<file path="src/rtl/lane_arbiter_if.sv">
// Request/control bundle between the interposer lane nodes and the lane arbiter.
// The arbiter sits on the slave side; the nodes (or a bench) drive the master side.
interface lane_arbiter_if #(
  parameter int NODE_COUNT         = 8,
  parameter int NODE_COUNT_DIGIT   = 3,
  parameter int ARBITER_SIGNAL_IN  = 3,
  parameter int ARBITER_SIGNAL_OUT = NODE_COUNT_DIGIT + 1
);
  logic [NODE_COUNT*ARBITER_SIGNAL_OUT-1:0] request_in;
  logic [NODE_COUNT*ARBITER_SIGNAL_IN-1:0]  control_out;
  logic                                     busy;
  logic [NODE_COUNT_DIGIT-1:0]              grant_src;

  modport master (
    output request_in,
    input  control_out, busy, grant_src
  );

  modport slave (
    input  request_in,
    output control_out, busy, grant_src
  );
endinterface

</file>
<file path="src/rtl/lane_arbiter.sv">
// Round-robin central arbiter for one unidirectional interposer bus lane.
// `define LANE_ARB_SEGMENT_REUSE_EN allows several disjoint-span transfers per grant.
module lane_arbiter #(
  parameter int NODE_COUNT         = 8,
  parameter int NODE_COUNT_DIGIT   = 3,
  parameter int DIRECTION          = 0,
  parameter int ARBITER_SIGNAL_IN  = 3,
  parameter int ARBITER_SIGNAL_OUT = NODE_COUNT_DIGIT + 1
) (
  input  logic          clk,
  input  logic          reset,
  lane_arbiter_if.slave bus
);
  localparam int NC = NODE_COUNT;
  localparam int ND = NODE_COUNT_DIGIT;
  localparam int SI = ARBITER_SIGNAL_IN;
  localparam int SO = ARBITER_SIGNAL_OUT;

  typedef enum logic [1:0] {IDLE, GRANT, GAP} state_e;

  state_e           state_q, state_d;
  logic [ND-1:0]    rr_q, rr_d;
  logic [ND-1:0]    src_q, src_d;
  logic [NC-1:0]    mask_q, mask_d;
  logic [NC*SI-1:0] ctrl_q, ctrl_d;

  logic [NC-1:0]    vld, legal, cand, sel;
  logic [ND-1:0]    dst [NC];
  logic             found;
  logic [ND-1:0]    first;

  always_comb begin
    for (int n = 0; n < NC; n++) begin
      vld[n]   = bus.request_in[n*SO+ND];
      dst[n]   = bus.request_in[n*SO +: ND];
      legal[n] = vld[n] && (int'(dst[n]) < NC) &&
                 ((DIRECTION == 0) ? (int'(dst[n]) > n)
                                   : (int'(dst[n]) < n));
      // last grant's sources sit out the turnaround cycle
      cand[n]  = legal[n] && !(state_q == GAP && mask_q[n]);
    end
  end

  always_comb begin : sel_p
`ifdef LANE_ARB_SEGMENT_REUSE_EN
    logic [NC-1:0] used;
    int            lo, hi;
    logic          clash;
`endif
    int            idx;
    logic [ND-1:0] ix;
    sel   = '0;
    found = 1'b0;
    first = '0;
`ifdef LANE_ARB_SEGMENT_REUSE_EN
    used  = '0;
`endif
    for (int i = 0; i < NC; i++) begin
      idx = int'(rr_q) + i;
      if (idx >= NC) idx = idx - NC;
      ix = ND'(idx);
`ifdef LANE_ARB_SEGMENT_REUSE_EN
      lo    = (DIRECTION == 0) ? idx : int'(dst[ix]);
      hi    = (DIRECTION == 0) ? int'(dst[ix]) : idx;
      clash = 1'b0;
      for (int j = 0; j < NC; j++)
        if (j >= lo && j <= hi && used[j]) clash = 1'b1;
      if (cand[ix] && !clash) begin
        sel[ix] = 1'b1;
        for (int j = 0; j < NC; j++)
          if (j >= lo && j <= hi) used[j] = 1'b1;
        if (!found) first = ix;
        found = 1'b1;
      end
`else
      if (cand[ix] && !found) begin
        sel[ix] = 1'b1;
        first   = ix;
        found   = 1'b1;
      end
`endif
    end
  end

  always_comb begin
    state_d = state_q;
    rr_d    = rr_q;
    src_d   = src_q;
    mask_d  = mask_q;
    ctrl_d  = '0;
    for (int n = 0; n < NC; n++)
      ctrl_d[n*SI] = vld[n] && !legal[n];
    unique case (state_q)
      GRANT: state_d = GAP;
      default: begin
        if (found) begin
          state_d = GRANT;
          src_d   = first;
          mask_d  = sel;
          rr_d    = (int'(first) == NC - 1) ? '0 : first + 1'b1;
          for (int n = 0; n < NC; n++) begin
            if (sel[n]) begin
              ctrl_d[n*SI+2] = 1'b1;
              for (int m = 0; m < NC; m++)
                if (dst[n] == ND'(m)) ctrl_d[m*SI+1] = 1'b1;
            end
          end
        end else begin
          state_d = IDLE;
        end
      end
    endcase
  end

  always_ff @(posedge clk) begin
    if (reset) begin
      state_q <= IDLE;
      rr_q    <= '0;
      src_q   <= '0;
      mask_q  <= '0;
      ctrl_q  <= '0;
    end else begin
      state_q <= state_d;
      rr_q    <= rr_d;
      src_q   <= src_d;
      mask_q  <= mask_d;
      ctrl_q  <= ctrl_d;
    end
  end

  assign bus.control_out = ctrl_q;
  assign bus.busy        = (state_q != IDLE);
  assign bus.grant_src   = src_q;
endmodule

</file>
<file path="src/flat_wrapper.sv">
// flat-port wrapper written by rule: the top's interface ports become plain ports
module lane_arbiter_flat 
#(
  parameter int NODE_COUNT         = 8,
  parameter int NODE_COUNT_DIGIT   = 3,
  parameter int DIRECTION          = 0,
  parameter int ARBITER_SIGNAL_IN  = 3,
  parameter int ARBITER_SIGNAL_OUT = NODE_COUNT_DIGIT + 1
)
  (clk, reset, bus_request_in, bus_control_out, bus_busy, bus_grant_src);
  lane_arbiter_if #(.NODE_COUNT(NODE_COUNT), .NODE_COUNT_DIGIT(NODE_COUNT_DIGIT), .ARBITER_SIGNAL_IN(ARBITER_SIGNAL_IN), .ARBITER_SIGNAL_OUT(ARBITER_SIGNAL_OUT)) bus_i ();
  input  logic clk;
  input  logic reset;
  input wire logic [$bits(bus_i.request_in)-1:0] bus_request_in;
  output wire logic [$bits(bus_i.control_out)-1:0] bus_control_out;
  output wire logic [$bits(bus_i.busy)-1:0] bus_busy;
  output wire logic [$bits(bus_i.grant_src)-1:0] bus_grant_src;
  assign bus_i.request_in = bus_request_in;
  assign bus_control_out = bus_i.control_out;
  assign bus_busy = bus_i.busy;
  assign bus_grant_src = bus_i.grant_src;
  lane_arbiter #(.NODE_COUNT(NODE_COUNT), .NODE_COUNT_DIGIT(NODE_COUNT_DIGIT), .DIRECTION(DIRECTION), .ARBITER_SIGNAL_IN(ARBITER_SIGNAL_IN), .ARBITER_SIGNAL_OUT(ARBITER_SIGNAL_OUT)) u_core (.clk(clk), .reset(reset), .bus(bus_i));
endmodule
</file>
<file path="config.mk">
export PLATFORM = sky130hd
export DESIGN_NAME = lane_arbiter_flat
export DESIGN_NICKNAME = d
export VERILOG_FILES = /design/src/rtl/lane_arbiter_if.sv /design/src/rtl/lane_arbiter.sv /design/src/flat_wrapper.sv
export SDC_FILE = /design/constraint.sdc
export NUM_CORES = 1
export LEC_CHECK = 0
export CAP_MARGIN = 30
export CORE_MARGIN = 2
export CORE_UTILIZATION = 25
export DETAILED_ROUTE_END_ITERATION = 8
export HOLD_SLACK_MARGIN = 0.03
export PLACE_DENSITY = 0.46
export SYNTH_ARGS = -nofsm -noshare
export SYNTH_HDL_FRONTEND = slang
export SYNTH_SLANG_ARGS = --single-unit
export TNS_END_PERCENT = 20
</file>
<file path="constraint.sdc">
create_clock -name clk -period 6.44 [get_ports clk]
set_clock_uncertainty 0.1 [all_clocks]
set_input_delay 1.932 -clock clk [delete_from_list [all_inputs] [get_ports clk]]
set_output_delay 1.932 -clock clk [all_outputs]
set_load 0.05 [all_outputs]
</file>
==> flow_results.org <==
** STA
- Worst hold slack across all endpoints :: 359 ps
- Based on the critical path, the design can be clocked at up to 168 MHz.
- Slew at the pin closest to its max-slew limit :: approximately 840 ps
- The final-report hold violation count is 0.
- Headroom to the max-slew limit came out at 0.438.
- Setup slack on the critical path of the routed design comes to 476 ps.
- Setup repair after global routing missed its margin :: no
- Post-route clock period utilization :: 0.926
- Finish-stage setup viols :: 0
- The routed design could run at a clock period as short as between 5000 and 6000 ps.
- The number of max-slew violations in the final report was 0.
- Setup total negative slack on the finished layout was measured at 0 ps.

** Synth
- For this run, the leading register cell type out of synthesis is sky130_fd_sc_hd__dfxtp_1.
- Number of enable flip-flop cells after synthesis :: 0
- Mapped Nets :: 511
- Counting every instance in the synthesized netlist gives approximately 470.
- #FFs+latches synth :: 39
- Mean instance size in the synthesized netlist :: about 8.0 µm²
- Simple logic cell fraction of the synthesized area :: 0.384
- The complex-gate fraction of the synthesized area came to 0.270.
- Measured against the total synthesized area, the mux share comes to 0.0363.
- The cell area that synthesis handed to floorplanning was roughly 3800 µm².
- Unique masters post-synth :: between 80 and 90
- Post-synthesis sequential area ratio :: 0.208
- Of the total synthesized cell area, the portion taken by XOR and XNOR cells is 0.00899.
- Of the total synthesized cell area, the portion taken by full adders, half adders and majority gates is 0.0266.
- Ys Warns :: 0
- After synthesis, the largest family of logic cells by area is simple AND/OR/NAND/NOR gates.
- After synthesis, the share of flip-flops with an asynchronous set or reset is 0.

** Setup path
- The worst setup path is captured at a flop.
- Setup CP Type :: in2reg
- The worst register-to-register path has a depth of 13.
- For the worst setup path, the data required time is ~6500 ps.
- Of all nets on the critical path, the largest fanout is 11.
- Kind of launch point of the worst setup path :: input port
- Data arrives at the worst endpoint at between 6000 and 7000 ps.

** Floorplanning
- Area of the die :: about 16000 µm²
- The core region is ~15000 µm².
- Core Rows :: 44
- Initial core utilization :: 0.258
- Die height :: approximately 130 µm
- Pin placement for this block handled 62 I/O pins.
- Horizontal extent of the die :: about 130 µm

** Detailed routing
- Post-detailed-route via-to-cell ratio :: roughly 6
- In the final routed layout, each cell accounts on average for ~21 µm.
- The routed design has approximately 15 mm of wire.
- The first detailed-routing pass took 5 iterations.
- Total vias in the final route :: between 4000 and 5000
- For this block, the initial DRC count from the detailed router was just over 600.
- Count of antenna-violating nets left after detailed routing :: 0
- After detailed routing, the number of remaining DRC violations is 0.

** Min path
- Worst min path class :: reg2reg
- Instance count along the most critical hold path :: 1

** Final layout
- Layout Area Growth over Synthesis :: 26.1%
- Layout cells sized above 1 :: 0.137
- Layout net count :: 575
- Fillers :: about 1500
- Final core utilization :: 0.325
- The repair_antennas step left the layout with diodes totalling 0.

** Clocking
- Max clock buf depth :: 2
- Clock-pin slew on the worst setup and hold paths :: roughly 60 ps
- Post-CTS sizing :: 0
- Buffers inserted to repair hold after CTS numbered 0.
- The clock drives 39 sinks.
- In this run, CTS created clock tree buffers numbering 5.
- H-tree level count :: 2
- The later pin in the worst-skew pair is clocked with a latency of between 200 and 300 ps.
- The root buffer cell chosen for the clock tree is sky130_fd_sc_hd__clkbuf_16.
- Post-CTS repair timing setup buffer count :: 0
- CTS tree :: done

** Power
- Total power per unit cell area :: about 460 nW/µm²
- Sum of internal, switching and leakage power :: between 2 and 2.5 mW
- Leakage Power :: 1.66 nW
- VDD sags by at most ~270 µV.

** Placed design
- Weighted congestion at the end of routability-driven global placement :: 1.01
- Input and output buffers added on the ports amount to 61.
- Pre-CTS WS :: 192 ps
- Once detailed placement completed, the half-perimeter wirelength came to approximately 12 mm.

** Global routing
- The via count of the first global-routing pass came to around 4100.
- In the global route stage, overall resource usage came out at 0.184.
- Wire length of the first global-routing pass :: about 23 mm
- After global routing the overflow that remains totals 0.
- The number of antenna violations at the first check in global routing came to 0.
- Entering global routing, the biggest net connects 38 pins.

** Job
- Total of max-cap violations :: 0

** Status
- Status :: finished, final reports clean
## registers in the layout (all words and copies together), names as in the netlist
signal,flops
u_core.bus.control_out,24
u_core.bus.grant_src,3
u_core.state_q,2
u_core.rr_q,3
u_core.mask_q,7
## Yosys cell counts, drive strengths merged, types with 5 or more instances
| master | number | share of area |
|---|---|---|
| nor4 | 17 | 0.042 |
| a21o | 10 | 0.020 |
| nand2b | 9 | 0.015 |
| a2111oi | 5 | 0.013 |
| a21oi | 21 | 0.031 |
| o31ai | 6 | 0.013 |
| a31oi | 17 | 0.028 |
| o21ai | 12 | 0.016 |
| nor2b | 11 | 0.019 |
| dfxtp | 39 | 0.21 |
| nand2 | 28 | 0.028 |
| and3b | 6 | 0.014 |
| nor4b | 11 | 0.027 |
| buf | 18 | 0.043 |
| or3 | 6 | 0.013 |
| or4 | 6 | 0.013 |
| o22ai | 11 | 0.024 |
| a211oi | 9 | 0.023 |
| ha | 8 | 0.027 |
| nand3 | 14 | 0.020 |
| nor3 | 20 | 0.028 |
| nand4 | 11 | 0.026 |
| mux2i | 8 | 0.021 |
| clkbuf | 12 | 0.012 |
| a22oi | 6 | 0.012 |
| nor2 | 56 | 0.057 |
| nand3b | 14 | 0.028 |
| inv | 12 | 0.012 |
## power by group
| part | total (mW) | switching (mW) | internal (mW) | leakage, nW |
|---|---|---|---|---|
| Combinational | 1.61 | 1.04 | 0.570 | 1.27 |
| Clock | 0.236 | 0.0929 | 0.143 | 0.0679 |
| Sequential | 0.356 | 0.0398 | 0.316 | 0.320 |
## final cells by class
type                       instances  area, µm²  share of cell area
tap                              184        230              0.0486
timing repair buffer              87        818               0.173
clock inverter                     1       5.00             0.00106
multi-input combinational        388       2730               0.575
clock buffer                       7        133              0.0280
inverter                          12       45.0             0.00951
sequential                        39        781               0.165
## worst max-delay path, cell delays in order
cell                              delay [ps]
sky130_fd_sc_hd__clkdlybuf4s50_1         580
sky130_fd_sc_hd__o211a_1                 360
sky130_fd_sc_hd__a32oi_2                 410
sky130_fd_sc_hd__a21boi_0                240
sky130_fd_sc_hd__a211oi_4                640
sky130_fd_sc_hd__or2b_4                  290
sky130_fd_sc_hd__o22ai_1                 100
sky130_fd_sc_hd__nor3_1                  400
sky130_fd_sc_hd__nor2_1                  180
sky130_fd_sc_hd__a2111oi_1               620
sky130_fd_sc_hd__buf_4                   200
sky130_fd_sc_hd__a31oi_1                  80
## worst paths after layout
kind,to,slack (ps),startpoint
setup / recovery,u_core.bus.control_out[1],480,bus_request_in[17]
hold / removal,u_core.mask_q[3],360,u_core.mask_q[3]
setup reg to reg,u_core.bus.control_out[1],1490,u_core.rr_q[0]
hold reg to reg,u_core.mask_q[3],360,u_core.mask_q[3]
## metrics by stage
stage                     instances  area [µm²]
after floorplan                 469        3760
after global placement          710        4600
after detailed placement        710        4600
after CTS                       718        4740
after global routing            718        4740
final                           718        4740
## cells by family after synthesis
family / Yosys count
adders and majority gates: 8
buffers and inverters: 42
and+or+nand+nor: 234
AOI/OAI and AO/OA: 131
xor gates and xnor gates: 3
DFF: 39
muxes: 12
## layout by cell type, fill, tap and decap left out, types with 7 or more instances in the layout
master,instances
sky130_fd_sc_hd__clkdlybuf4s50_1,61
sky130_fd_sc_hd__nor2_1,55
sky130_fd_sc_hd__dfxtp_1,39
sky130_fd_sc_hd__nand2_1,28
sky130_fd_sc_hd__buf_4,25
sky130_fd_sc_hd__nor3_1,19
sky130_fd_sc_hd__a21oi_1,18
sky130_fd_sc_hd__a31oi_1,17
sky130_fd_sc_hd__nand3b_1,14
sky130_fd_sc_hd__nand3_1,13
sky130_fd_sc_hd__nor4_1,13
sky130_fd_sc_hd__inv_1,12
sky130_fd_sc_hd__nor4b_1,10
sky130_fd_sc_hd__o21ai_0,10
sky130_fd_sc_hd__a21o_1,10
sky130_fd_sc_hd__nor2b_1,10
sky130_fd_sc_hd__nand2b_1,9
sky130_fd_sc_hd__nand4_1,9
sky130_fd_sc_hd__o22ai_1,9
sky130_fd_sc_hd__mux2i_1,8
sky130_fd_sc_hd__ha_1,8
sky130_fd_sc_hd__a211oi_1,7
## metal layers
metal	GRT usage	up-vias	routed length, µm
li1	-	1941	-
met4	0.0685	0	553
met2	0.292	233	6790
met1	0.243	2024	6530
met3	0.0443	42	1110
met5	0	-	0
(Power assumes the default switching activity.)
